[config.mk]
export PLATFORM = sky130hd
export DESIGN_NAME = de_decode_stage
export DESIGN_NICKNAME = d
export VERILOG_FILES = /design/src/rtl/de_decode_stage_pkg.sv /design/src/rtl/de_decode_stage_scoreboard.sv /design/src/rtl/de_decode_stage.sv
export SDC_FILE = /design/constraint.sdc
export NUM_CORES = 2
export LEC_CHECK = 0
export ABC_CLOCK_PERIOD_IN_PS = 3200
export CAP_MARGIN = 20
export CORE_UTILIZATION = 40
export CTS_CLUSTER_DIAMETER = 40
export DETAILED_ROUTE_END_ITERATION = 16
export PLACE_DENSITY = 0.63
export REMOVE_ABC_BUFFERS = 1
export SLEW_MARGIN = 20
export SYNTH_ARGS = -nofsm -noshare
export SYNTH_HDL_FRONTEND = slang
export SYNTH_SLANG_ARGS = --single-unit
[constraint.sdc]
create_clock -name clk -period 3.2 [get_ports clk]
set_input_delay 0.48 -clock clk [delete_from_list [all_inputs] [get_ports clk]]
set_output_delay 0.48 -clock clk [all_outputs]
set_load 0.02 [all_outputs]
[src/rtl/de_decode_stage_pkg.sv]
// ============================================================================
// Module  : de_decode_stage_pkg
// Brief   : Shared widths, RV32I opcodes, op-class encoding and latch layouts
//           for the decode stage.
// Revision: 1.0 - initial release
// ============================================================================
`default_nettype none

package de_decode_stage_pkg;

    localparam int DBITS   = 32;
    localparam int REGNO   = 32;
    localparam int SB_BITS = 2;
    localparam int RBITS   = $clog2(REGNO);

    localparam logic [DBITS-1:0] c_BUS_CANARY_VALUE = 32'hC0DE_CAFE;

    localparam logic [6:0] c_OPC_LUI    = 7'b0110111;
    localparam logic [6:0] c_OPC_AUIPC  = 7'b0010111;
    localparam logic [6:0] c_OPC_JAL    = 7'b1101111;
    localparam logic [6:0] c_OPC_JALR   = 7'b1100111;
    localparam logic [6:0] c_OPC_BRANCH = 7'b1100011;
    localparam logic [6:0] c_OPC_LOAD   = 7'b0000011;
    localparam logic [6:0] c_OPC_STORE  = 7'b0100011;
    localparam logic [6:0] c_OPC_OPIMM  = 7'b0010011;
    localparam logic [6:0] c_OPC_OP     = 7'b0110011;

    typedef enum logic [3:0] {
        OP_NONE    = 4'd0,
        OP_LUI     = 4'd1,
        OP_AUIPC   = 4'd2,
        OP_JAL     = 4'd3,
        OP_JALR    = 4'd4,
        OP_BRANCH  = 4'd5,
        OP_LOAD    = 4'd6,
        OP_STORE   = 4'd7,
        OP_OPIMM   = 4'd8,
        OP_OP      = 4'd9,
        OP_ILLEGAL = 4'd15
    } op_class_e;

    typedef struct packed {
        logic [31:0]      inst;
        logic [DBITS-1:0] pc;
        logic [DBITS-1:0] pcplus;
        logic [31:0]      inst_count;
        logic [31:0]      canary;
    } fe_latch_t;

    typedef struct packed {
        logic             valid;
        op_class_e        op;
        logic [31:0]      inst;
        logic [DBITS-1:0] pc;
        logic [DBITS-1:0] pcplus;
        logic [DBITS-1:0] rs1_val;
        logic [DBITS-1:0] rs2_val;
        logic [DBITS-1:0] imm;
        logic [RBITS-1:0] rd;
        logic             wr_rd;
        logic             illegal;
        logic [31:0]      inst_count;
        logic [31:0]      canary;
    } de_latch_t;

    localparam int FE_LATCH_WIDTH = $bits(fe_latch_t);
    localparam int DE_LATCH_WIDTH = $bits(de_latch_t);
    localparam int WB_WIDTH       = 1 + RBITS + DBITS;

    function automatic op_class_e classify(input logic [6:0] opcode);
        case (opcode)
            c_OPC_LUI:    return OP_LUI;
            c_OPC_AUIPC:  return OP_AUIPC;
            c_OPC_JAL:    return OP_JAL;
            c_OPC_JALR:   return OP_JALR;
            c_OPC_BRANCH: return OP_BRANCH;
            c_OPC_LOAD:   return OP_LOAD;
            c_OPC_STORE:  return OP_STORE;
            c_OPC_OPIMM:  return OP_OPIMM;
            c_OPC_OP:     return OP_OP;
            default:      return OP_ILLEGAL;
        endcase
    endfunction

endpackage

`default_nettype wire

[src/rtl/de_decode_stage_scoreboard.sv]
// ============================================================================
// Module  : de_scoreboard
// Brief   : Per-register in-flight writer counters with issue increment,
//           WB retire decrement and busy/full queries.
// Revision: 1.0 - initial release
// ============================================================================
`default_nettype none

module de_scoreboard #(
    parameter int REGNO   = 32,
    parameter int SB_BITS = 2,
    parameter int RBITS   = $clog2(REGNO)
) (
    input  logic               clk,
    input  logic               reset,
    input  logic               i_inc_en,
    input  logic [RBITS-1:0]   i_inc_reg,
    input  logic               i_dec_en,
    input  logic [RBITS-1:0]   i_dec_reg,
    input  logic [RBITS-1:0]   i_rs1,
    input  logic [RBITS-1:0]   i_rs2,
    input  logic [RBITS-1:0]   i_rd,
    output logic [SB_BITS-1:0] o_rs1_cnt,
    output logic [SB_BITS-1:0] o_rs2_cnt,
    output logic               o_rd_full
);

    localparam logic [SB_BITS-1:0] c_CNT_MAX = '1;

    logic [SB_BITS-1:0] r_cnt      [REGNO];
    logic [SB_BITS-1:0] w_cnt_next [REGNO];
    logic [REGNO-1:0]   w_inc_hit;
    logic [REGNO-1:0]   w_dec_hit;
    logic               w_dec_underflow;

    always_comb begin
        w_inc_hit       = i_inc_en ? (REGNO'(1) << i_inc_reg) : '0;
        w_dec_hit       = i_dec_en ? (REGNO'(1) << i_dec_reg) : '0;
        w_dec_underflow = 1'b0;
        for (int i = 0; i < REGNO; i++) begin
            w_cnt_next[i] = r_cnt[i];
            // x0 is never tracked; simultaneous inc/dec cancel out
            if (i != 0) begin
                if (w_inc_hit[i] && !w_dec_hit[i]) begin
                    w_cnt_next[i] = r_cnt[i] + SB_BITS'(1);
                end else if (w_dec_hit[i] && !w_inc_hit[i]) begin
                    if (r_cnt[i] == '0) begin
                        w_dec_underflow = 1'b1;
                    end else begin
                        w_cnt_next[i] = r_cnt[i] - SB_BITS'(1);
                    end
                end
            end
        end
    end

    always_ff @(posedge clk or negedge reset) begin
        if (!reset) begin
            for (int i = 0; i < REGNO; i++) begin
                r_cnt[i] <= '0;
            end
        end else begin
            for (int i = 0; i < REGNO; i++) begin
                r_cnt[i] <= w_cnt_next[i];
            end
        end
    end

    assign o_rs1_cnt = r_cnt[i_rs1];
    assign o_rs2_cnt = r_cnt[i_rs2];
    assign o_rd_full = (r_cnt[i_rd] == c_CNT_MAX);

`ifndef SYNTHESIS
    a_no_underflow: assert property (@(posedge clk) disable iff (!reset) !w_dec_underflow);
`endif

endmodule

`default_nettype wire

[src/rtl/de_decode_stage.sv]
// ============================================================================
// Module  : de_decode_stage
// Brief   : RV32I decode stage: decode, regfile read/write, RAW scoreboard,
//           fetch stall, branch squash and registered DE latch.
//           Optional macro DE_WB_BYPASS_EN forwards same-cycle WB writes.
// Revision: 1.0 - initial release
// ============================================================================
`default_nettype none

module de_decode_stage
    import de_decode_stage_pkg::*;
(
    input  logic                      clk,
    input  logic                      reset,
    input  logic [FE_LATCH_WIDTH-1:0] from_FE_latch,
    input  logic                      from_AGEX_to_DE,
    input  logic [WB_WIDTH-1:0]       from_WB_to_DE,
    output logic                      from_DE_to_FE,
    output logic [DE_LATCH_WIDTH-1:0] DE_latch_out,
    output logic                      canary_err
);

    fe_latch_t          w_fe;
    logic               w_wb_en;
    logic [RBITS-1:0]   w_wb_reg;
    logic [DBITS-1:0]   w_wb_data;
    logic               w_wb_wr;

    logic               w_valid;
    logic [RBITS-1:0]   w_rs1;
    logic [RBITS-1:0]   w_rs2;
    logic [RBITS-1:0]   w_rd;
    op_class_e          w_op;
    logic [DBITS-1:0]   w_imm;
    logic               w_use_rs1;
    logic               w_use_rs2;
    logic               w_writes;
    logic               w_wr_rd;
    logic               w_illegal;

    logic [DBITS-1:0]   w_rs1_val;
    logic [DBITS-1:0]   w_rs2_val;
    logic               w_rs1_fwd;
    logic               w_rs2_fwd;
    logic [SB_BITS-1:0] w_rs1_cnt;
    logic [SB_BITS-1:0] w_rs2_cnt;
    logic               w_rs1_busy;
    logic               w_rs2_busy;
    logic               w_rd_full;
    logic               w_hazard;
    logic               w_issue;

    de_latch_t          w_de_next;
    de_latch_t          r_de;
    logic [DBITS-1:0]   r_regs [REGNO];
    logic               r_canary_err;

    assign w_fe                            = fe_latch_t'(from_FE_latch);
    assign {w_wb_en, w_wb_reg, w_wb_data}  = from_WB_to_DE;
    assign w_wb_wr                         = w_wb_en && (w_wb_reg != '0);

    assign w_valid = (w_fe.inst != '0);
    assign w_rs1   = w_fe.inst[19:15];
    assign w_rs2   = w_fe.inst[24:20];
    assign w_rd    = w_fe.inst[11:7];

    always_comb begin
        w_op      = classify(w_fe.inst[6:0]);
        w_imm     = '0;
        w_use_rs1 = 1'b0;
        w_use_rs2 = 1'b0;
        w_writes  = 1'b0;
        w_illegal = 1'b0;
        case (w_op)
            OP_LUI, OP_AUIPC: begin
                w_imm    = {w_fe.inst[31:12], 12'b0};
                w_writes = 1'b1;
            end
            OP_JAL: begin
                w_imm    = {{11{w_fe.inst[31]}}, w_fe.inst[31], w_fe.inst[19:12],
                            w_fe.inst[20], w_fe.inst[30:21], 1'b0};
                w_writes = 1'b1;
            end
            OP_JALR, OP_LOAD, OP_OPIMM: begin
                w_imm     = {{20{w_fe.inst[31]}}, w_fe.inst[31:20]};
                w_use_rs1 = 1'b1;
                w_writes  = 1'b1;
            end
            OP_BRANCH: begin
                w_imm     = {{19{w_fe.inst[31]}}, w_fe.inst[31], w_fe.inst[7],
                             w_fe.inst[30:25], w_fe.inst[11:8], 1'b0};
                w_use_rs1 = 1'b1;
                w_use_rs2 = 1'b1;
            end
            OP_STORE: begin
                w_imm     = {{20{w_fe.inst[31]}}, w_fe.inst[31:25], w_fe.inst[11:7]};
                w_use_rs1 = 1'b1;
                w_use_rs2 = 1'b1;
            end
            OP_OP: begin
                w_use_rs1 = 1'b1;
                w_use_rs2 = 1'b1;
                w_writes  = 1'b1;
            end
            default: begin
                w_illegal = 1'b1;
            end
        endcase
    end

    assign w_wr_rd = w_writes && (w_rd != '0);

    // Register read; x0 is never written so it always reads zero
    always_comb begin
        w_rs1_val = r_regs[w_rs1];
        w_rs2_val = r_regs[w_rs2];
        w_rs1_fwd = 1'b0;
        w_rs2_fwd = 1'b0;
`ifdef DE_WB_BYPASS_EN
        w_rs1_fwd = w_wb_wr && (w_wb_reg == w_rs1);
        w_rs2_fwd = w_wb_wr && (w_wb_reg == w_rs2);
        if (w_rs1_fwd) w_rs1_val = w_wb_data;
        if (w_rs2_fwd) w_rs2_val = w_wb_data;
`endif
    end

    de_scoreboard #(
        .REGNO   (REGNO),
        .SB_BITS (SB_BITS),
        .RBITS   (RBITS)
    ) u_sb (
        .clk       (clk),
        .reset     (reset),
        .i_inc_en  (w_issue && w_wr_rd),
        .i_inc_reg (w_rd),
        .i_dec_en  (w_wb_wr),
        .i_dec_reg (w_wb_reg),
        .i_rs1     (w_rs1),
        .i_rs2     (w_rs2),
        .i_rd      (w_rd),
        .o_rs1_cnt (w_rs1_cnt),
        .o_rs2_cnt (w_rs2_cnt),
        .o_rd_full (w_rd_full)
    );

    // A forwarded source sees its counter one lower: the retiring writer is done
    assign w_rs1_busy = ((w_rs1_cnt - SB_BITS'(w_rs1_fwd)) != '0);
    assign w_rs2_busy = ((w_rs2_cnt - SB_BITS'(w_rs2_fwd)) != '0);

    assign w_hazard = w_valid && ((w_use_rs1 && w_rs1_busy) ||
                                  (w_use_rs2 && w_rs2_busy) ||
                                  (w_wr_rd && w_rd_full));
    assign w_issue  = w_valid && !w_hazard && !from_AGEX_to_DE;

    assign from_DE_to_FE = w_hazard && !from_AGEX_to_DE;

    always_comb begin
        w_de_next = '0;
        if (w_issue) begin
            w_de_next.valid      = 1'b1;
            w_de_next.op         = w_op;
            w_de_next.inst       = w_fe.inst;
            w_de_next.pc         = w_fe.pc;
            w_de_next.pcplus     = w_fe.pcplus;
            w_de_next.rs1_val    = w_rs1_val;
            w_de_next.rs2_val    = w_rs2_val;
            w_de_next.imm        = w_imm;
            w_de_next.rd         = w_rd;
            w_de_next.wr_rd      = w_wr_rd;
            w_de_next.illegal    = w_illegal;
            w_de_next.inst_count = w_fe.inst_count;
            w_de_next.canary     = w_fe.canary;
        end
    end

    always_ff @(posedge clk or negedge reset) begin
        if (!reset) begin
            r_de         <= '0;
            r_canary_err <= 1'b0;
            for (int i = 0; i < REGNO; i++) begin
                r_regs[i] <= '0;
            end
        end else begin
            r_de <= w_de_next;
            if (w_valid && (w_fe.canary != c_BUS_CANARY_VALUE)) begin
                r_canary_err <= 1'b1;
            end
            if (w_wb_wr) begin
                r_regs[w_wb_reg] <= w_wb_data;
            end
        end
    end

    assign DE_latch_out = r_de;
    assign canary_err   = r_canary_err;

endmodule

`default_nettype wire
==> flow_summary.toml <==
[outcome]
outcome = "finished with violations"
violations = "negative setup slack"

[sta]
setup_slack_ns = -0.272
rsz0062_at_grt = "true"
worstMarginPinSlew_ns = 1.11
period_share_pct = 108
final_max_slew_viol_count = 0
period_minus_slack_ns = 3.47
fmax_ghz = 0.288
finalClockSkew_ns = 0.0248
slew_headroom_pct = 26.1
hold_viol_final = 0
setup_tns_ns = -0.272
setup_violations = 1

[die]
fp.dieArea_mm2 = 0.173
rows = 151
die_y_um = 416
die_w_um = 416
design.core.area_mm2 = 0.170
io_pins = 471
start_util_pct = 40.4

[layout]
syn2layout_area_growth_pct = 24.2
utilization_pct = 50.2
layout.nets = 5614
drive_above_1_share_pct = 44.1
stdcell_count = 7779
fill_cells = 14400

[synth]
synth.yosys.seq_area_share_pct = 49.2
synth-edff-count = 0
syn-cell-area_mm2 = 0.0687
synth_common_cells = "dfrtp_1 (1350), mux2_2 (992), mux4_2 (578), clkbuf_1 (283), nor3_1 (242)"
synth_area_leaders = "dfrtp_1 (49%), mux4_2 (19%), mux2_2 (16%)"
synthDistinctLibCells = 63
avgSynthCellArea_um2 = 14.2
synthFlopType = "dfrtp_1"
synth_seq_cells = 1350
synth_most_common_cell = "dfrtp_1"
synth_top_area_share_pct = 49.2
yosys.area.top_type = "dfrtp_1"
synthArstFlopShare_pct = 100
yosysWarningCount = 0
syn-instance-count = 4819

[global_route]
met1_usage_pct = 34.2
grt_first_pass_wirelength_um = 333000
busiest_layer = "met2"
met2_usage_pct = 42.4
grt_pass1_vias = 48200
grt_max_degree = 137
grt_overflow = 0
antenna_found_initial = 11
met3_usage_pct = 5.11
grtUsageTotal_pct = 26.0

[cts]
clock-sinks = 1350
clkLatencyLatePin_ns = 0.84
root_buffer = "clkbuf_16"
htree_num_levels = 4
clockBufferDepth = 3
clk_pin_slew_ns = 0.05
cts_buffers = 208
cts_tree = "yes"

[route]
routed_wl_um = 224000
drc_errors = 0
drtIter0Drc = 4100
final_antenna_net_count = 0
dr.pass1.iters = 5
num_vias = 46400
routed_via_density = 5.96
wl_per_cell_um = 28.8

[critical_path]
endpoint_kind = "primary output"
cp.required_ns = 2.72
path_class = "reg2out"
crit_path_max_incr_delay_ns = 0.47
slowest_stage = "mux4_2"
cp.arrival_ns = 2.99
crit_path_start_kind = "flop"
path_cells = "nor2_1 -> mux4_2 -> o2111a_1 -> a211oi_2 -> buf_4 -> nor3_2 -> nand3_4 -> nor2b_4 -> buf_6"
cp_max_fo = 4

[place]
place_hpwl_um = 143000
io_buffer_count = 470
gp_congestion = 0.922
dp_cells = 7384

[power_and_ir_drop]
vdd_drop_max_mv = 0.765
power_density_mw_per_mm2 = 647
leakage_nw = 37.2

[worst_hold_path]
holdCritPathClass = "in2reg"

[flow_run]
drv_cap = 0
where the power goes:
part,internal [mW],switching (mW)
clock,14.7,8.75
sequential,19.9,1.95
combinational,5.82,4.07
total,40.4,14.8
per-stage QoR:
stage	hold WS, ns	area (um^2)	power [mW]	setup WS (ns)
detailed placement	0.384	77900	31.9	-0.932
global placement	0.376	77900	31.5	-0.943
CTS	0.127	85300	55.6	-0.298
floorplan	0.184	66500	27.7	-5.94
finish	0.175	85300	55.2	-0.272
global route	0.158	85300	57.4	-0.354
worst max-delay path: cells and delay by family, from the launching register on:
kind / cells / cell delay, ns
AND/OR/NAND/NOR: 4 / 0.50
multiplexers: 1 / 0.47
AO/OA/AOI/OAI: 2 / 0.45
flip-flops: 1 / 0.42
buffers and inverters: 2 / 0.32
cell families after synthesis:
logic type | count (synthesis) | share of synthesized area (%)
multiplexers | 1730 | 37.6
flip-flops | 1350 | 49.2
AND/OR/NAND/NOR | 717 | 5.61
buffers and inverters | 694 | 4.28
AO/OA/AOI/OAI | 296 | 2.75
adder cells (fa/ha/maj) | 31 | 0.565
XOR/XNOR | 1 | 0.0128
flip-flops by register name (all words and copies together), names as in the netlist:
register	flops
DE_latch_out	263
u_sb.r_cnt	62
canary_err	1
r_regs	1024
timing repair:
action | in CTS | in global routing
pin swaps | 7 | 0
cloned | 0 | 0
resized for setup | 20 | 9
hold endpoints to repair | 116 | 0
hold buffers | 1 | 0
setup endpoints to repair | 34 | 38
buffers inserted | 5 | 1
placed cells by master (no fill, tap or decap), types with 35 or more instances in the layout:
cell | synthesis | routed
mux4_2 | 578 | 578
inv_6 | 0 | 35
a21oi_1 | 71 | 70
clkbuf_16 | 0 | 209
o221ai_1 | 44 | 44
nor3_2 | 71 | 74
buf_12 | 0 | 75
dfrtp_1 | 1350 | 1348
nand2_1 | 130 | 120
clkdlybuf4s50_1 | 0 | 457
buf_4 | 25 | 293
nor3_1 | 242 | 239
nor2_1 | 127 | 114
inv_1 | 204 | 202
mux2i_1 | 160 | 160
mux2_2 | 992 | 992
o21ai_0 | 85 | 85
final timing paths:
path,from,cells past startpoint,slack [ns],endpoint
min in group asynchronous,reset,2,0.26,r_regs[903]$_DFFE_PN0P_
worst min-delay path,from_FE_latch[49],3,0.18,DE_latch_out[49]$_DFF_PN0_
worst min register to register,r_regs[1010]$_DFFE_PN0P_,0,0.40,r_regs[1010]$_DFFE_PN0P_
worst max-delay path,u_sb.r_cnt[47]$_DFFE_PN0P_,9,-0.27,from_DE_to_FE
max in group asynchronous,reset,3,1.88,DE_latch_out[199]$_DFF_PN0_
worst max register to register,u_sb.r_cnt[18]$_DFFE_PN0P_,14,0.07,u_sb.r_cnt[9]$_DFFE_PN0P_
layer usage:
metal  up-vias  share of wire [%]  routed length (um)
met5         -              0.019                  42
li1      19300                  -                   -
met1     24800                 41               91000
met2      1860                 49              109000
met4         8                4.1                9130
met3       426                6.6               14900
cell type report:
cell class              count  area, um^2  share of cell area [%]
repair buffers            837        8410                    9.86
well taps                2218        2780                    3.25
diodes                      3        7.51                 0.00880
clock buffers             255        5630                    6.61
multi-input cells        2775       32200                    37.8
clock inverters           131        1640                    1.93
inverters                 210         798                   0.936
flip-flops and latches   1350       33800                    39.6
Note: power is estimated with default switching activity, not from simulation.
